File: config.mk
export PLATFORM = sky130hd
export DESIGN_NAME = object_plotter
export DESIGN_NICKNAME = d
export VERILOG_FILES = /design/src/rtl/plot_pkg.sv /design/src/rtl/rect_scanner.sv /design/src/rtl/object_plotter.sv
export SDC_FILE = /design/constraint.sdc
export NUM_CORES = 1
export LEC_CHECK = 0
export ABC_AREA = 0
export CORE_AREA = 3 3 118 97
export DETAILED_ROUTE_END_ITERATION = 16
export DIE_AREA = 0 0 121 100
export GPL_ROUTABILITY_DRIVEN = 0
export PLACE_DENSITY_LB_ADDON = 0.25
export SKIP_CTS_REPAIR_TIMING = 1
export SYNTH_ARGS = -nofsm -noshare
export SYNTH_HDL_FRONTEND = slang
export SYNTH_SLANG_ARGS = --single-unit
File: constraint.sdc
create_clock -name clk -period 5.38 [get_ports clk]
set_clock_uncertainty 0.1 [all_clocks]
set_input_delay 1.076 -clock clk [delete_from_list [all_inputs] [get_ports clk]]
set_output_delay 1.076 -clock clk [all_outputs]
set_load 0.01 [all_outputs]
File: src/rtl/plot_pkg.sv
// Shared definitions for the object plotter: object codes, colours, FSM states
// and the visible screen limits of the 160x120 adapter.
package plot_pkg;

    localparam int SCREEN_MAX_X = 159;
    localparam int SCREEN_MAX_Y = 119;

    typedef enum logic [1:0] {
        BALL_OBJ   = 2'b00,
        PADDLE_OBJ = 2'b01,
        BLOCK_OBJ  = 2'b10,
        NO_OBJ     = 2'b11
    } obj_e;

    localparam logic [2:0] COL_BLACK  = 3'b000;
    localparam logic [2:0] COL_BALL   = 3'b111;
    localparam logic [2:0] COL_PADDLE = 3'b010;
    localparam logic [2:0] COL_BLOCK  = 3'b100;

    typedef enum logic [1:0] {
        S_IDLE,
        S_ERASE,
        S_DRAW,
        S_FINISH
    } state_e;

    function automatic logic [2:0] obj_colour(input obj_e obj);
        case (obj)
            BALL_OBJ:   obj_colour = COL_BALL;
            PADDLE_OBJ: obj_colour = COL_PADDLE;
            BLOCK_OBJ:  obj_colour = COL_BLOCK;
            default:    obj_colour = COL_BLACK;
        endcase
    endfunction

endpackage

File: src/rtl/rect_scanner.sv
// Column-inner / row-outer offset counter over a sizeX x sizeY rectangle.
// Presents the pixel at the current offset plus its on-screen and last flags.
module rect_scanner #(
    parameter int MAX_X = 159,
    parameter int MAX_Y = 119
) (
    input  logic       clk,
    input  logic       rst,
    input  logic       i_clr,
    input  logic       i_step,
    input  logic [7:0] i_sizeX,
    input  logic [6:0] i_sizeY,
    input  logic [7:0] i_baseX,
    input  logic [6:0] i_baseY,
    output logic [7:0] o_pixX,
    output logic [6:0] o_pixY,
    output logic       o_inBounds,
    output logic       o_last
);
    localparam logic [8:0] LIM_X = 9'(MAX_X);
    localparam logic [7:0] LIM_Y = 8'(MAX_Y);

    logic [7:0] r_cx;
    logic [6:0] r_cy;
    logic [8:0] w_sumX;
    logic [7:0] w_sumY;
    logic       w_endX;
    logic       w_endY;

    // Sums are one bit wider so pixels past the screen edge don't wrap back on.
    assign w_sumX     = {1'b0, i_baseX} + {1'b0, r_cx};
    assign w_sumY     = {1'b0, i_baseY} + {1'b0, r_cy};
    assign w_endX     = (r_cx == i_sizeX - 8'd1);
    assign w_endY     = (r_cy == i_sizeY - 7'd1);
    assign o_last     = w_endX & w_endY;
    assign o_pixX     = w_sumX[7:0];
    assign o_pixY     = w_sumY[6:0];
    assign o_inBounds = (w_sumX <= LIM_X) && (w_sumY <= LIM_Y);

    always_ff @(posedge clk or posedge rst) begin
        if (rst) begin
            r_cx <= '0;
            r_cy <= '0;
        end else if (i_clr) begin
            r_cx <= '0;
            r_cy <= '0;
        end else if (i_step) begin
            if (w_endX) begin
                r_cx <= '0;
                r_cy <= w_endY ? 7'd0 : r_cy + 7'd1;
            end else begin
                r_cx <= r_cx + 8'd1;
            end
        end
    end

endmodule

File: src/rtl/object_plotter.sv
// Erases an object's old rectangle and draws its new one, one pixel per cycle,
// on the x/y/colour/plot port of the VGA adapter.
module object_plotter
    import plot_pkg::*;
#(
    parameter int         MAX_X     = SCREEN_MAX_X,
    parameter int         MAX_Y     = SCREEN_MAX_Y,
    parameter logic [2:0] BG_COLOUR = COL_BLACK,
    parameter bit         ERASE_EN  = 1'b1
) (
    input  logic       clk,
    input  logic       reset,
    input  logic       startPlot,
    input  logic [1:0] object,
    input  logic [7:0] newX,
    input  logic [6:0] newY,
    input  logic [7:0] oldX,
    input  logic [6:0] oldY,
    input  logic [7:0] sizeX,
    input  logic [6:0] sizeY,
    output logic [7:0] vgaX,
    output logic [6:0] vgaY,
    output logic [2:0] colour,
    output logic       plot,
    output logic       busy,
    output logic       done,
    output logic       overrun
);
    state_e     r_state, w_cur, w_nstate, w_first;
    obj_e       r_obj, w_obj;
    logic [7:0] r_newX, r_oldX, r_sizeX, w_newX, w_oldX, w_sizeX, w_baseX;
    logic [6:0] r_newY, r_oldY, r_sizeY, w_newY, w_oldY, w_sizeY, w_baseY;
    logic [7:0] r_vgaX, w_pixX;
    logic [6:0] r_vgaY, w_pixY;
    logic [2:0] r_colour, w_colour;
    logic       r_plot, r_busy, r_done, r_overrun;
    logic       w_idle, w_accept, w_nz, w_scan, w_last, w_inBounds;

    // The done cycle still reports busy, so it also refuses new requests.
    assign w_idle   = (r_state == S_IDLE);
    assign w_accept = startPlot & ~r_busy;

    // The accepting edge already emits the first pixel, so it reads the ports directly.
    assign w_obj   = w_idle ? obj_e'(object) : r_obj;
    assign w_newX  = w_idle ? newX  : r_newX;
    assign w_newY  = w_idle ? newY  : r_newY;
    assign w_oldX  = w_idle ? oldX  : r_oldX;
    assign w_oldY  = w_idle ? oldY  : r_oldY;
    assign w_sizeX = w_idle ? sizeX : r_sizeX;
    assign w_sizeY = w_idle ? sizeY : r_sizeY;
    assign w_nz    = (w_sizeX != 8'd0) && (w_sizeY != 7'd0);

    always_comb begin
        w_first = S_FINISH;
        if (ERASE_EN && w_nz)
            w_first = S_ERASE;
        else if (w_nz && (w_obj != NO_OBJ))
            w_first = S_DRAW;
    end

    // w_cur is the phase whose output is registered on the coming edge.
    always_comb begin
        w_cur = r_state;
        if (w_idle)
            w_cur = w_accept ? w_first : S_IDLE;
    end

    assign w_scan   = (w_cur == S_ERASE) || (w_cur == S_DRAW);
    assign w_baseX  = (w_cur == S_ERASE) ? w_oldX : w_newX;
    assign w_baseY  = (w_cur == S_ERASE) ? w_oldY : w_newY;
    assign w_colour = (w_cur == S_ERASE) ? BG_COLOUR : obj_colour(w_obj);

    always_comb begin
        w_nstate = w_cur;
        case (w_cur)
            S_ERASE:  if (w_last) w_nstate = (w_obj == NO_OBJ) ? S_FINISH : S_DRAW;
            S_DRAW:   if (w_last) w_nstate = S_FINISH;
            S_FINISH: w_nstate = S_IDLE;
            default:  w_nstate = S_IDLE;
        endcase
    end

    always_ff @(posedge clk or posedge reset) begin
        if (reset) r_state <= S_IDLE;
        else       r_state <= w_nstate;
    end

    always_ff @(posedge clk or posedge reset) begin
        if (reset) begin
            r_obj   <= BALL_OBJ;
            r_newX  <= '0;
            r_newY  <= '0;
            r_oldX  <= '0;
            r_oldY  <= '0;
            r_sizeX <= '0;
            r_sizeY <= '0;
        end else if (w_accept) begin
            r_obj   <= obj_e'(object);
            r_newX  <= newX;
            r_newY  <= newY;
            r_oldX  <= oldX;
            r_oldY  <= oldY;
            r_sizeX <= sizeX;
            r_sizeY <= sizeY;
        end
    end

    always_ff @(posedge clk or posedge reset) begin
        if (reset) begin
            r_vgaX    <= '0;
            r_vgaY    <= '0;
            r_colour  <= '0;
            r_plot    <= 1'b0;
            r_busy    <= 1'b0;
            r_done    <= 1'b0;
            r_overrun <= 1'b0;
        end else begin
            r_plot    <= w_scan & w_inBounds;
            r_busy    <= (w_cur != S_IDLE);
            r_done    <= (w_cur == S_FINISH);
            r_overrun <= startPlot & r_busy;
            if (w_scan) begin
                r_vgaX   <= w_pixX;
                r_vgaY   <= w_pixY;
                r_colour <= w_colour;
            end
        end
    end

    rect_scanner #(
        .MAX_X(MAX_X),
        .MAX_Y(MAX_Y)
    ) u_scan (
        .clk       (clk),
        .rst       (reset),
        .i_clr     (~w_scan),
        .i_step    (w_scan),
        .i_sizeX   (w_sizeX),
        .i_sizeY   (w_sizeY),
        .i_baseX   (w_baseX),
        .i_baseY   (w_baseY),
        .o_pixX    (w_pixX),
        .o_pixY    (w_pixY),
        .o_inBounds(w_inBounds),
        .o_last    (w_last)
    );

    assign vgaX    = r_vgaX;
    assign vgaY    = r_vgaY;
    assign colour  = r_colour;
    assign plot    = r_plot;
    assign busy    = r_busy;
    assign done    = r_done;
    assign overrun = r_overrun;

endmodule

# Yosys cells after proc, flatten, opt, wreduce, memory -nomap -nowiden
# Cells that the tools add are included.
totals:
  register_bits: 86
  latch_bits: 0
  ram_bits: 0
  rom_bits: 0
  in_bits: 50
  out_inout_bits: 22
  wordCells: 73
  n_memories: 0
op_classes:
  n_addsub: 6
  multipliers: 0
  n_div: 0
  n_lt_le_gt_ge: 2
  n_eq_ne: 10
  shift: 0
  muxes: 24
  bitwise_logic: 5
  reduce_logical: 9
op_table:
  columns: ["operator", "n"]
  rows:
  - ["$mux W7", 7]
  - ["$mux W8", 6]
  - ["$mux W2", 6]
  - ["$add A8 B8 Y9", 1]
  - ["$le A9 B8 Y1 const B", 1]
  - ["$pmux W3 S3", 1]
  - ["$add A7 B7 Y8", 1]
  - ["$add A8 B1 Y8 const B", 1]
  - ["$eq A2 B2 Y1 const B", 4]
  - ["$eq A8 B8 Y1", 1]
  - ["$le A8 B7 Y1 const B", 1]
  - ["$reduce_bool A8 Y1", 1]
  - ["$sub A8 B1 Y8 const B", 1]
  - ["$add A7 B1 Y7 const B", 1]
  - ["$eq A7 B7 Y1", 1]
  - ["$reduce_bool A7 Y1", 1]
  - ["$sub A7 B1 Y7 const B", 1]
  - ["$and A1 B1 Y1", 4]
  - ["$eq A2 B1 Y1 const B", 2]
  - ["$logic_not A2 Y1", 2]
  - ["$pmux W2 S2", 1]
  - ["$logic_and A1 B1 Y1", 3]
  - ["$mux W3", 1]
  - ["$mux W1", 2]
  - ["5 further kinds", 5]

# Longest topological paths before layout
logic_depth:
  word_depth: 15
  ltp_mapped: 24
  mapped_depth_nobuf: 20

# Modules after synthesis
# From an unflattened synthesis, not the netlist that was laid out.
hier_totals:
  hier_cells: 742
  hier_area_um2: 6208.5
modules_own_cells:
  columns: ["mod", "instances", "cells_each", "area_each_um2", "seq_area_each_um2"]
  rows:
  - ["object_plotter", 1, 511, 4330.4, 1776.7]
  - ["rect_scanner", 1, 231, 1878.1, 375.4]

# Worst setup path before layout
# Ideal clock, no wire load.
synth_path:
  kind: "register to register"
  startpoint: "register r_state[0]"
  endpoint: "register r_plot, in the netlist plot"
  setup_time_ps: 100
  t_arrival_ps: 4927
  t_required_ps: 5180
  slack_ps: 253
  stages_incl_launch_ff: 23
  n_path_buf: 4
  synth_period_minus_slack_ps: 5127
  path_cell_list: "dfrtp_1 nor2_2 buf_4 buf_6 buf_1 mux2i_1 ha_1 o211ai_1 nor4_1 a311oi_2 nor2_1 nor2_4 buf_4 mux4_2 ha_1 nor2b_1 o21ai_0 nand2b_1 a31oi_1 nor2b_1 o21a_1 a2111o_1 nor4bb_1"
synth_between:
  elab_chain_len: 15
  elab_cells_between_ends: 28
  classes_between: "add/sub (2); order compare (2); eq/ne (3); mux (13); bitwise (1); reduce/logical (7)"
synth_lines:
  columns: ["element", "line_no", "source"]
  rows:
  - ["from (decl)", "object_plotter.sv:29", "state_e r_state, w_cur, w_nstate, w_first;"]
  - ["from (signal assigned)", "object_plotter.sv:85", "else r_state <= w_nstate;"]
  - ["$logic_not A2 Y1", "object_plotter.sv:40", "assign w_idle = (r_state == S_IDLE);"]
  - ["$mux W8 / $mux W7 (equally long branches)", "object_plotter.sv:49, object_plotter.sv:50", null]
  - ["$reduce_bool A8 Y1 / $reduce_bool A7 Y1 (equally long branches)", "object_plotter.sv:51", "assign w_nz = (w_sizeX != 8'd0) && (w_sizeY != 7'd0);"]
  - ["$logic_and A1 B1 Y1", "object_plotter.sv:51", null]
  - ["$logic_and A1 B1 Y1", "object_plotter.sv:57", "else if (w_nz && (w_obj != NO_OBJ))"]
  - ["$mux W1", "object_plotter.sv:57", null]
  - ["$mux W2", "object_plotter.sv:55", "if (ERASE_EN && w_nz)"]
  - ["$mux W2", "object_plotter.sv:65", "w_cur = w_accept ? w_first : S_IDLE;"]
  - ["$mux W2", "object_plotter.sv:64", "if (w_idle)"]
  - ["$eq A2 B1 Y1", "object_plotter.sv:68, object_plotter.sv:69, object_plotter.sv:70", null]
  - ["$mux W8 / $mux W7 (equally long branches)", "object_plotter.sv:69, object_plotter.sv:70", null]
  - ["$add A8 B8 Y9 / $add A7 B7 Y8 (equally long branches)", "rect_scanner.sv:31, rect_scanner.sv:32", null]
  - ["$le A9 B8 Y1 / $le A8 B7 Y1 (equally long branches)", "rect_scanner.sv:38", "assign o_inBounds = (w_sumX <= LIM_X) && (w_sumY <= LIM_Y);"]
  - ["$logic_and A1 B1 Y1", "rect_scanner.sv:38", null]
  - ["$and A1 B1 Y1 (*)", "object_plotter.sv:118", "r_plot <= w_scan & w_inBounds;"]
  - ["to (signal assigned)", "object_plotter.sv:118", null]
  - ["to (decl)", "object_plotter.sv:36", "logic r_plot, r_busy, r_done, r_overrun;"]
# Mark *: on every way between the ends. The rest lies on a longest branch, timed or not.
# A chain may end at the register's enable or synchronous reset.

# Final worst setup path
layout_path:
  startpoint: "input sizeY[0]"
  endpoint: "register r_plot, in the netlist plot"
layout_between:
  elab_chain_len: 14
  elab_cells_between_ends: 19
  classes_between: "add/sub (2); order compare (2); eq/ne (2); mux (7); bitwise (1); reduce/logical (5)"
layout_lines:
  columns: ["element", "line_no", "source"]
  rows:
  - ["from (decl)", "object_plotter.sv:20", "input logic [6:0] sizeY,"]
  - ["$mux W7 (*)", "object_plotter.sv:50", "assign w_sizeY = w_idle ? sizeY : r_sizeY;"]
  - ["$reduce_bool A7 Y1 (*)", "object_plotter.sv:51", null]
  - ["$logic_and A1 B1 Y1 (*)", "object_plotter.sv:51", null]
  - ["$logic_and A1 B1 Y1", "object_plotter.sv:57", null]
  - ["$mux W1", "object_plotter.sv:57", null]
  - ["$mux W2 (*)", "object_plotter.sv:55", null]
  - ["$mux W2 (*)", "object_plotter.sv:65", null]
  - ["$mux W2 (*)", "object_plotter.sv:64", null]
  - ["$eq A2 B1 Y1", "object_plotter.sv:68, object_plotter.sv:69, object_plotter.sv:70", null]
  - ["$mux W8 / $mux W7 (equally long branches)", "object_plotter.sv:69, object_plotter.sv:70", null]
  - ["$add A8 B8 Y9 / $add A7 B7 Y8 (equally long branches)", "rect_scanner.sv:31, rect_scanner.sv:32", null]
  - ["$le A9 B8 Y1 / $le A8 B7 Y1 (equally long branches)", "rect_scanner.sv:38", null]
  - ["$logic_and A1 B1 Y1", "rect_scanner.sv:38", null]
  - ["$and A1 B1 Y1 (*)", "object_plotter.sv:118", null]
# Marked as above.

==> summary.md <==
| Metric | Value |
|---|---|
| Run status | completed |
| Initial antenna violation count | 0 |
| VDD IR max | 0.2368 mV |
| Post-synth EDFFs | 0 |
| Detail Placement HPWL | approximately 9200 um |
| Crit path kind | input pin to flop |
| Chip height | approximately 100 um |
| Slew margin rel. | about a quarter |
| Ratio of final minimum period to clock period | 94.07% |
| Final Cell Area | 6357 um^2 |
| Setup TNS | 0 ns |
| Cell Area, Synth | between 5000 and 6000 um^2 |
| Leakage power total | approximately 0.0029 uW |
| PortBufs | 71 |
| Nets | 699 |
| CP endpoint | plot$_DFF_PP0_ |
| Worst R2R Start | r_state[0]$_DFF_PP0_ |
| CP Capture Type | flop |
| Cells after Synth | 554 |
| Die X | approximately 120 um |
| Synth Register Bits | 86 |
| R2R setup slack | approximately 0.54 ns |
| Final Util | 61.84% |
| Die ar. | ~12000 um^2 |
| Synthesized area per cell | 9.287 um^2 |
| Pwr/cell area | 567.2 nW/um^2 |
| Routed length per instance | 16.47 um |
| Pre-antenna DRT Iters | 4 |
| CTS sink cnt | 86 |
| Worst r2r path cells | 18 |
| Initial DRC Count | between 300 and 400 |
| Cell Area, Placed | 6011 um^2 |
| Routed vias/inst | 5.554 |
| Worst-Margin Slew | 1.099 ns |
| Via count | between 4000 and 5000 |
| Number of instances in the placed design | about 750 |
| Number of global-route vias before repair | roughly 4200 |
| Pre-CTS setup slack | -0.02931 ns |
| Crit start category | input pin |
| Final wirelength | about 13000 um |
| Largest net degree at the start of global routing | 57 |
| Total track usage | between 20% and 30% |
| Syn Nets | roughly 630 |
| Hold Crit Class | flop to flop |
| H-tree levels | 3 |
| Clock Latency Late Sink | between 0.3 and 0.4 ns |
| Final hold violations | 0 |
| Post-synthesis cell type count | between 60 and 70 |
| Layout cell share with drive strength beyond 1 | a little over a tenth |
| Unrepaired setup endpoints after global routing | no |
| Cell Count, Final, Fillers Out | just under 800 |
| Setup Viol. Count Final | 0 |
| CTS buffer count | 9 |
| Final worst setup slack | ~0.32 ns |
| Core area | between 10000 and 15000 um^2 |
| CP Data Required Time | about 5.5 ns |
| Setup crit start | sizeY[0] |
| Pins Over Slew Limit | 0 |
| Initial Utilization | about half |
| Hold Path Stages | 2 |
| GR Overflow Total | 0 |
| Critical path data arrival time | between 5 and 6 ns |
| FF-to-FF End | plot$_DFF_PP0_ |
| Register area share after synthesis | between 40% and 50% |
| First-pass GRT wire length | approximately 21000 um |
| Synth Flop Type | dfrtp_1 |
| Area growth from synthesis to layout | 23.57% |
| Rows | 33 |
| Synth warnings | 0 |
| Async SR Flop Fraction | 100.0% |
| CTS tree | built |
| Worst-path clk slew | approximately 0.070 ns |
| Fmax | approximately 200 MHz |
| # DRC | 0 |
| IO Count | 72 |
| Post-DRT Antenna Nets | 0 |
| Period minus WS final | 5.061 ns |
| # diodes | 0 |
| Root buffer cell | clkbuf_16 |
| Total of max-cap violations | 0 |
| Critical-path maximum fanout | 6 |
| Clock buffer depth | 2 |
cells in the mapped netlist, drive strengths merged, types with 4 or more instances:
master  instances  area (um^2)
mux2i          10        100.1
xnor2          21        183.9
nor3            5        30.03
o31ai           4        30.03
nor4            4        40.04
a21oi          18        93.84
nand4b          4        35.03
mux4           15        337.8
and3           10        67.56
xor2           12        105.1
dfrtp          86         2152
clkbuf         11        41.29
a21o            5        37.54
o21a            6        45.04
or3             4        25.02
nand2b          4        25.02
ha             21        262.8
nand2         183        691.9
nor2b           5        31.28
buf            13        88.83
nor2           23        98.84
o21ai          22        110.1
inv            14        52.55
nand3          13        65.06
how the worst min path moves through the flow:
stage | slack, ns | to | start
2_1_floorplan | 0.34 | r_oldX[0]$_DFFE_PP0P_ | r_oldX[0]$_DFFE_PP0P_
3_3_place_gp | 0.35 | r_newX[7]$_DFFE_PP0P_ | r_newX[7]$_DFFE_PP0P_
3_5_place_dp | 0.36 | r_oldY[4]$_DFFE_PP0P_ | r_oldY[4]$_DFFE_PP0P_
4_1_cts | 0.37 | r_oldY[4]$_DFFE_PP0P_ | r_oldY[4]$_DFFE_PP0P_
5_1_grt | 0.39 | r_newY[6]$_DFFE_PP0P_ | r_newY[6]$_DFFE_PP0P_
6_report | 0.38 | r_newY[1]$_DFFE_PP0P_ | r_newY[1]$_DFFE_PP0P_
placed cells by master (no fill, tap or decap), drive strengths merged, types with 4 or more instances in the layout:
cell / Yosys / layout
nand2: 183 / 183
dfrtp: 86 / 86
clkdlybuf4s50: 0 / 71
nor2: 23 / 23
o21ai: 22 / 22
xnor2: 21 / 21
ha: 21 / 21
a21oi: 18 / 18
mux4: 15 / 15
buf: 13 / 14
inv: 14 / 14
nand3: 13 / 13
xor2: 12 / 12
mux2i: 10 / 10
and3: 10 / 10
clkbuf: 11 / 10
o21a: 6 / 6
a21o: 5 / 5
nor3: 5 / 5
nor2b: 5 / 5
o31ai: 4 / 4
or3: 4 / 4
nand4b: 4 / 4
nand2b: 4 / 4
nor4: 4 / 4
flip-flops by register name, summed over array words and instances, names as in the netlist:
register,cells
plot,1
r_oldY,7
r_oldX,8
overrun,1
r_state,2
u_scan.r_cx,8
r_newX,8
busy,1
colour,3
done,1
vgaX,8
r_obj,2
vgaY,7
u_scan.r_cy,7
r_newY,7
r_sizeY,7
r_sizeX,8
per-stage QoR:
stage               total power (uW)  hold slack [ns]
finish                          3606           0.3756
global route                    3895           0.3907
CTS                             3596           0.3738
detailed placement              2935           0.3583
global placement                2866           0.3524
floorplan                       2403           0.3403
routing by layer:
| metal | part of all wire (%) | track usage, % |
|---|---|---|
| met1 | 48 | 31.71 |
| met4 | 1.4 | 6.882 |
| met3 | 6.2 | 4.845 |
| met2 | 44 | 33.60 |
| met5 | 0 | 0 |
power breakdown:
group          total [uW]  internal, uW  switching, uW  leakage (uW)
combinational        1850           884            965       0.00169
clock                 644           375            269      0.000141
sequential           1110           912            201       0.00108
total                3610          2170           1440       0.00291
worst max-delay path, stage by stage:
cell	delay, ns
clkdlybuf4s50_1	0.51
mux2i_1	0.11
ha_1	0.24
o211ai_1	0.17
nor4_2	0.09
a311oi_2	0.34
nor2_1	0.12
nor2_4	0.24
buf_4	0.18
mux4_2	0.31
ha_1	0.28
a21o_1	0.17
a21oi_1	0.22
nor2b_1	0.09
o21a_1	0.19
o41ai_1	0.33
xnor2_1	0.19
o21ai_0	0.11
nor4bb_2	0.17
cells by family (layout without fill, tap and decap cells):
family	count (synthesis)	in the layout	share of synthesized area, %
XOR/XNOR	33	33	5.618
AO/OA/AOI/OAI	78	78	10.29
multiplexers	28	28	9.168
AND/OR/NAND/NOR	268	268	23.66
adder cells (fa/ha/maj)	23	23	5.885
buffers and inverters	38	115	3.550
flip-flops	86	86	41.83
final cells by class:
type | count | area (um^2)
fill | 869 | 3924
multi-input combinational | 430 | 2851
sequential | 86 | 2152
timing repair buffer | 85 | 815.8
clock buffer | 10 | 239.0
tap | 140 | 175.2
clock inverter | 6 | 70.07
inverter | 14 | 53.80
Power figures use the tool's default switching activity.
